### src/rtl/store_sequencer_if.sv
// Control-unit side bundle of the store sequencer:
// start/type request in, memory-store controls and status out.
interface store_sequencer_if;
  logic       start;
  logic [1:0] store_type;
  logic       mem_wr;
  logic       mux_wd_sel;
  logic       mdr_load;
  logic [1:0] ss_ctrl;
  logic       busy;
  logic       done;
  logic       error;

  modport master (
    output start, store_type,
    input  mem_wr, mux_wd_sel, mdr_load,
    input  ss_ctrl, busy, done, error
  );

  modport slave (
    input  start, store_type,
    output mem_wr, mux_wd_sel, mdr_load,
    output ss_ctrl, busy, done, error
  );
endinterface

### src/rtl/store_sequencer.sv
// Multicycle store controller: sw writes B directly,
// sh/sb read the word into MDR and write the merged result.
module store_sequencer #(
  parameter int MEM_LAT = 1
) (
  input  logic clk,
  input  logic reset,
  store_sequencer_if.slave bus
);

  typedef enum logic [2:0] {
    S_IDLE,
    S_WRITE_B,
    S_READ,
    S_WAIT,
    S_LATCH,
    S_WRITE_M,
    S_DONE,
    S_ERR
  } state_e;

  localparam logic [2:0] CNT_INIT = 3'(MEM_LAT - 1);

  state_e     state_q, state_d;
  logic [1:0] typ_q, typ_d;
  logic [2:0] cnt_q, cnt_d;

  always_ff @(posedge clk) begin
    if (!reset) begin
      state_q <= S_IDLE;
      typ_q   <= 2'b00;
      cnt_q   <= 3'd0;
    end else begin
      state_q <= state_d;
      typ_q   <= typ_d;
      cnt_q   <= cnt_d;
    end
  end

  always_comb begin
    state_d = state_q;
    typ_d   = typ_q;
    cnt_d   = cnt_q;
    unique case (state_q)
      S_IDLE: begin
        if (bus.start) begin
          typ_d = bus.store_type;
          unique case (bus.store_type)
            2'b00:        state_d = S_WRITE_B;
            2'b01, 2'b10: state_d = S_READ;
            default:      state_d = S_ERR;
          endcase
        end
      end
      S_WRITE_B: state_d = S_DONE;
      S_READ: begin
        state_d = S_WAIT;
        cnt_d   = CNT_INIT;
      end
      S_WAIT: begin
        // counter reaches zero on the last cycle of read latency
        if (cnt_q == 3'd0) state_d = S_LATCH;
        else               cnt_d   = cnt_q - 3'd1;
      end
      S_LATCH:   state_d = S_WRITE_M;
      S_WRITE_M: state_d = S_DONE;
      S_DONE:    state_d = S_IDLE;
      S_ERR:     state_d = S_IDLE;
      default:   state_d = S_IDLE;
    endcase
  end

  always_comb begin
    bus.mem_wr     = 1'b0;
    bus.mux_wd_sel = 1'b0;
    bus.mdr_load   = 1'b0;
    bus.ss_ctrl    = 2'b00;
    bus.busy       = 1'b0;
    bus.done       = 1'b0;
    bus.error      = 1'b0;
    unique case (state_q)
      S_WRITE_B: begin
        bus.mem_wr = 1'b1;
        bus.busy   = 1'b1;
      end
      S_READ, S_WAIT: bus.busy = 1'b1;
      S_LATCH: begin
        bus.mdr_load = 1'b1;
        bus.busy     = 1'b1;
      end
      S_WRITE_M: begin
        bus.mem_wr     = 1'b1;
        bus.mux_wd_sel = 1'b1;
        bus.ss_ctrl    = typ_q;
        bus.busy       = 1'b1;
      end
      S_DONE: begin
        bus.done = 1'b1;
        bus.busy = 1'b1;
      end
      S_ERR:   bus.error = 1'b1;
      default: ;
    endcase
  end

endmodule
### src/flat_wrapper.sv
// flat-port wrapper written by rule: the top's interface ports become plain ports
module store_sequencer_flat 
#(
  parameter int MEM_LAT = 1
)
  (clk, reset, bus_start, bus_store_type, bus_mem_wr, bus_mux_wd_sel, bus_mdr_load, bus_ss_ctrl, bus_busy, bus_done, bus_error);
  store_sequencer_if bus_i ();
  input  logic clk;
  input  logic reset;
  input wire logic [$bits(bus_i.start)-1:0] bus_start;
  input wire logic [$bits(bus_i.store_type)-1:0] bus_store_type;
  output wire logic [$bits(bus_i.mem_wr)-1:0] bus_mem_wr;
  output wire logic [$bits(bus_i.mux_wd_sel)-1:0] bus_mux_wd_sel;
  output wire logic [$bits(bus_i.mdr_load)-1:0] bus_mdr_load;
  output wire logic [$bits(bus_i.ss_ctrl)-1:0] bus_ss_ctrl;
  output wire logic [$bits(bus_i.busy)-1:0] bus_busy;
  output wire logic [$bits(bus_i.done)-1:0] bus_done;
  output wire logic [$bits(bus_i.error)-1:0] bus_error;
  assign bus_i.start = bus_start;
  assign bus_i.store_type = bus_store_type;
  assign bus_mem_wr = bus_i.mem_wr;
  assign bus_mux_wd_sel = bus_i.mux_wd_sel;
  assign bus_mdr_load = bus_i.mdr_load;
  assign bus_ss_ctrl = bus_i.ss_ctrl;
  assign bus_busy = bus_i.busy;
  assign bus_done = bus_i.done;
  assign bus_error = bus_i.error;
  store_sequencer #(.MEM_LAT(MEM_LAT)) u_core (.clk(clk), .reset(reset), .bus(bus_i));
endmodule
### config.mk
export PLATFORM = sky130hd
export DESIGN_NAME = store_sequencer_flat
export DESIGN_NICKNAME = d
export VERILOG_FILES = /design/src/rtl/store_sequencer_if.sv /design/src/rtl/store_sequencer.sv /design/src/flat_wrapper.sv
export SDC_FILE = /design/constraint.sdc
export NUM_CORES = 1
export LEC_CHECK = 0
export ABC_AREA = 0
export CAP_MARGIN = 20
export CORE_AREA = 2 2 39 41
export DETAILED_ROUTE_END_ITERATION = 6
export DIE_AREA = 0 0 41 43
export PLACE_DENSITY = 0.65
export REMOVE_ABC_BUFFERS = 1
export SLEW_MARGIN = 20
export SYNTH_ARGS = -nofsm -noshare
export SYNTH_HDL_FRONTEND = slang
export SYNTH_SLANG_ARGS = --single-unit
### constraint.sdc
create_clock -name clk -period 4.4 [get_ports clk]
set_clock_uncertainty 0.15 [all_clocks]
set_input_delay 1.1 -clock clk [delete_from_list [all_inputs] [get_ports clk]]
set_output_delay 1.1 -clock clk [all_outputs]
set_load 0.03 [all_outputs]
==> results.json <==
{
  "wl_microns": 1050,
  "cp.required_ns": 3.15,
  "max_freq_mhz": 305,
  "worstHoldPathType": "flip-flop to flip-flop",
  "overflow": 0,
  "hold_viol": 0,
  "crit_path_end_kind": "output port",
  "ys_seq_elements": 8,
  "grt_pass1_wl_microns": 1770,
  "layout_commonest_cell": "clkdlybuf4s50_1",
  "die_area_sq_mm": 0.00176,
  "max-slew-margin-rel_pct": 64.9,
  "drv_cap": 0,
  "drc": 0,
  "antenna_cells": 0,
  "clkTransAtPathRegs_ns": 0.06,
  "cts_root_buffer": "clkbuf_4",
  "grt_max_degree": 15,
  "ioPinCount": 13,
  "outcome": "completed",
  "startpoint": "u_core.state_q[0]",
  "worst_setup_path_start_kind": "flip-flop",
  "core-area_sq_mm": 0.00138,
  "synth_cell_types": 24,
  "synth.avg_cell_area_sq_um": 7.98,
  "grt_setup_unrepaired": "no",
  "utilization_pct": 47.5,
  "antenna_left": 0,
  "setup_viol": 0,
  "cts_sinks": 8,
  "gp_congestion": 0.752,
  "power_density_mw_per_mm2": 361,
  "num_rows": 14,
  "period_share_pct": 74.6,
  "syn_inst": 64,
  "viasPerCell": 5.10,
  "ctsResizeCount": 0,
  "cp_slowest_cell": "clkdlybuf4s50_1",
  "final_cell_mix": "clkdlybuf4s50_1, dfxtp_1, inv_1, o21ai_0, nand2_1",
  "clock_latency_ns": 0.25,
  "cts_tree": "yes",
  "min_from": "u_core.typ_q[1]",
  "cp_cell_sequence": "nor2b_1 -> and3_1 -> clkdlybuf4s50_1",
  "drt_iter0_markers": 15,
  "ir_drop_v": 0.000250,
  "p_leak_nw": 0.253,
  "ys_warn_count": 0,
  "cts_inserted_buffers": 3,
  "die_w_microns": 41,
  "worst-setup-path-type": "flip-flop to output port",
  "hpwl_microns": 803,
  "finalMaxSlewViolations": 0,
  "vias": 464,
  "die_h_microns": 43,
  "first_pass_iters": 3,
  "yosysSeqAreaShare_pct": 31.4,
  "arrival_ns": 2.03,
  "critPathMaxStageDelay_ns": 0.67,
  "nets": 86,
  "wl_per_cell_microns": 11.6,
  "path_buf_inv": 1,
  "setup_tns_ns": 0,
  "postCtsSetupRepairBufs": 0,
  "synthesis.area_sq_um": 510,
  "h-tree-depth": 1,
  "io_buffers": 12,
  "start_util_pct": 36.9,
  "worst_pin_slew_ns": 0.520,
  "hold_buffers": 0,
  "finalCriticalPeriod_ns": 3.28,
  "critical_path.top_delay_family": "buffers and inverters",
  "antenna_found_initial": 0,
  "r2r_start": "u_core.cnt_q[0]",
  "track_usage_pct": 14.6,
  "grt_pass1_vias": 420,
  "drive_above_1_share_pct": 6.67,
  "area_delta_synth_final_pct": 28.7,
  "clockBufferDepth": 2,
  "cp_max_fo": 14
}
[layout make-up]
class,count,area [sq um]
Clock buffer,3,22.5
Inverter,7,26.3
Multi-Input combinational cell,45,308
Timing Repair Buffer,12,120
Fill cell,133,727
Tap cell,16,20.0
Sequential cell,8,160
[worst paths after layout]
| path | to | depth (start not counted) | slack [ns] |
|---|---|---|---|
| worst max-delay path | bus_ss_ctrl[0] | 3 | 1.12 |
| worst min-delay path | u_core.typ_q[1] | 2 | 0.32 |
| worst max register to register | u_core.cnt_q[2] | 5 | 2.65 |
| worst min register to register | u_core.typ_q[1] | 2 | 0.32 |
[synth_stat cells]
master	n	area [sq um]
nand3_1	2	10.0
o32ai_1	2	17.5
o41ai_1	1	8.76
nor4b_2	1	15.0
nor4b_1	1	8.76
a21oi_1	3	15.0
nor4_1	1	6.26
nor2b_1	4	25.0
ha_1	4	50.1
nor3_1	2	10.0
and2_1	2	12.5
o21ai_0	6	30.0
or3b_1	1	8.76
nor2_1	1	3.75
a211oi_1	1	7.51
and3_1	4	25.0
nor3b_1	2	15.0
or3_1	1	6.26
inv_1	7	26.3
buf_2	1	5.00
clkbuf_1	3	11.3
dfxtp_1	8	160
nand2b_4	1	13.8
nand2_1	5	18.8
[metal layers]
metal  GRT usage [%]  wire length [microns]  vias to the layer above
li1                -                      -                      246
met2            21.9                    531                       11
met5               0                      0                        -
met4            2.00                      0                        0
met3            8.38                     56                        0
met1            18.2                    464                      207
[tightest hold or removal path, stage by stage (launching register included)]
cell,delay [ns]
dfxtp_1,0.31
nand2_1,0.05
o21ai_0,0.06
[kinds of logic (layout without fill, tap and decap cells)]
kind of cell | Yosys count | after routing | synth area share, %
and+or+nand+nor | 28 | 28 | 35.0
AOI/OAI and AO/OA | 13 | 13 | 15.4
buffers and inverters | 11 | 22 | 8.33
DFF | 8 | 8 | 31.4
adders and majority gates | 4 | 4 | 9.80
[through the flow]
| stage | cell area (sq um) | total power, mW | setup WS (ns) | cells | hold WS (ns) |
|---|---|---|---|---|---|
| final | 657 | 0.237 | 1.12 | 91 | 0.316 |
| after global routing | 657 | 0.252 | 1.02 | 91 | 0.349 |
| after CTS | 657 | 0.241 | 1.12 | 91 | 0.324 |
| after detailed placement | 634 | 0.182 | 1.43 | 88 | 0.314 |
| after global placement | 634 | 0.181 | 1.48 | 88 | 0.309 |
| after floorplan | 494 | 0.150 | 1.63 | 60 | 0.281 |
[registers in the layout, summed over array words and instances, names as in the netlist]
signal / cells
u_core.cnt_q: 3
u_core.state_q: 3
u_core.typ_q: 2
[where the power goes]
| group | leakage (nW) | switching (mW) | internal [mW] |
|---|---|---|---|
| clock | 0.0138 | 0.0257 | 0.0313 |
| sequential | 0.0654 | 0.0207 | 0.0807 |
| combinational | 0.173 | 0.0415 | 0.0376 |
| total | 0.253 | 0.0879 | 0.150 |
(Power assumes the default switching activity.)
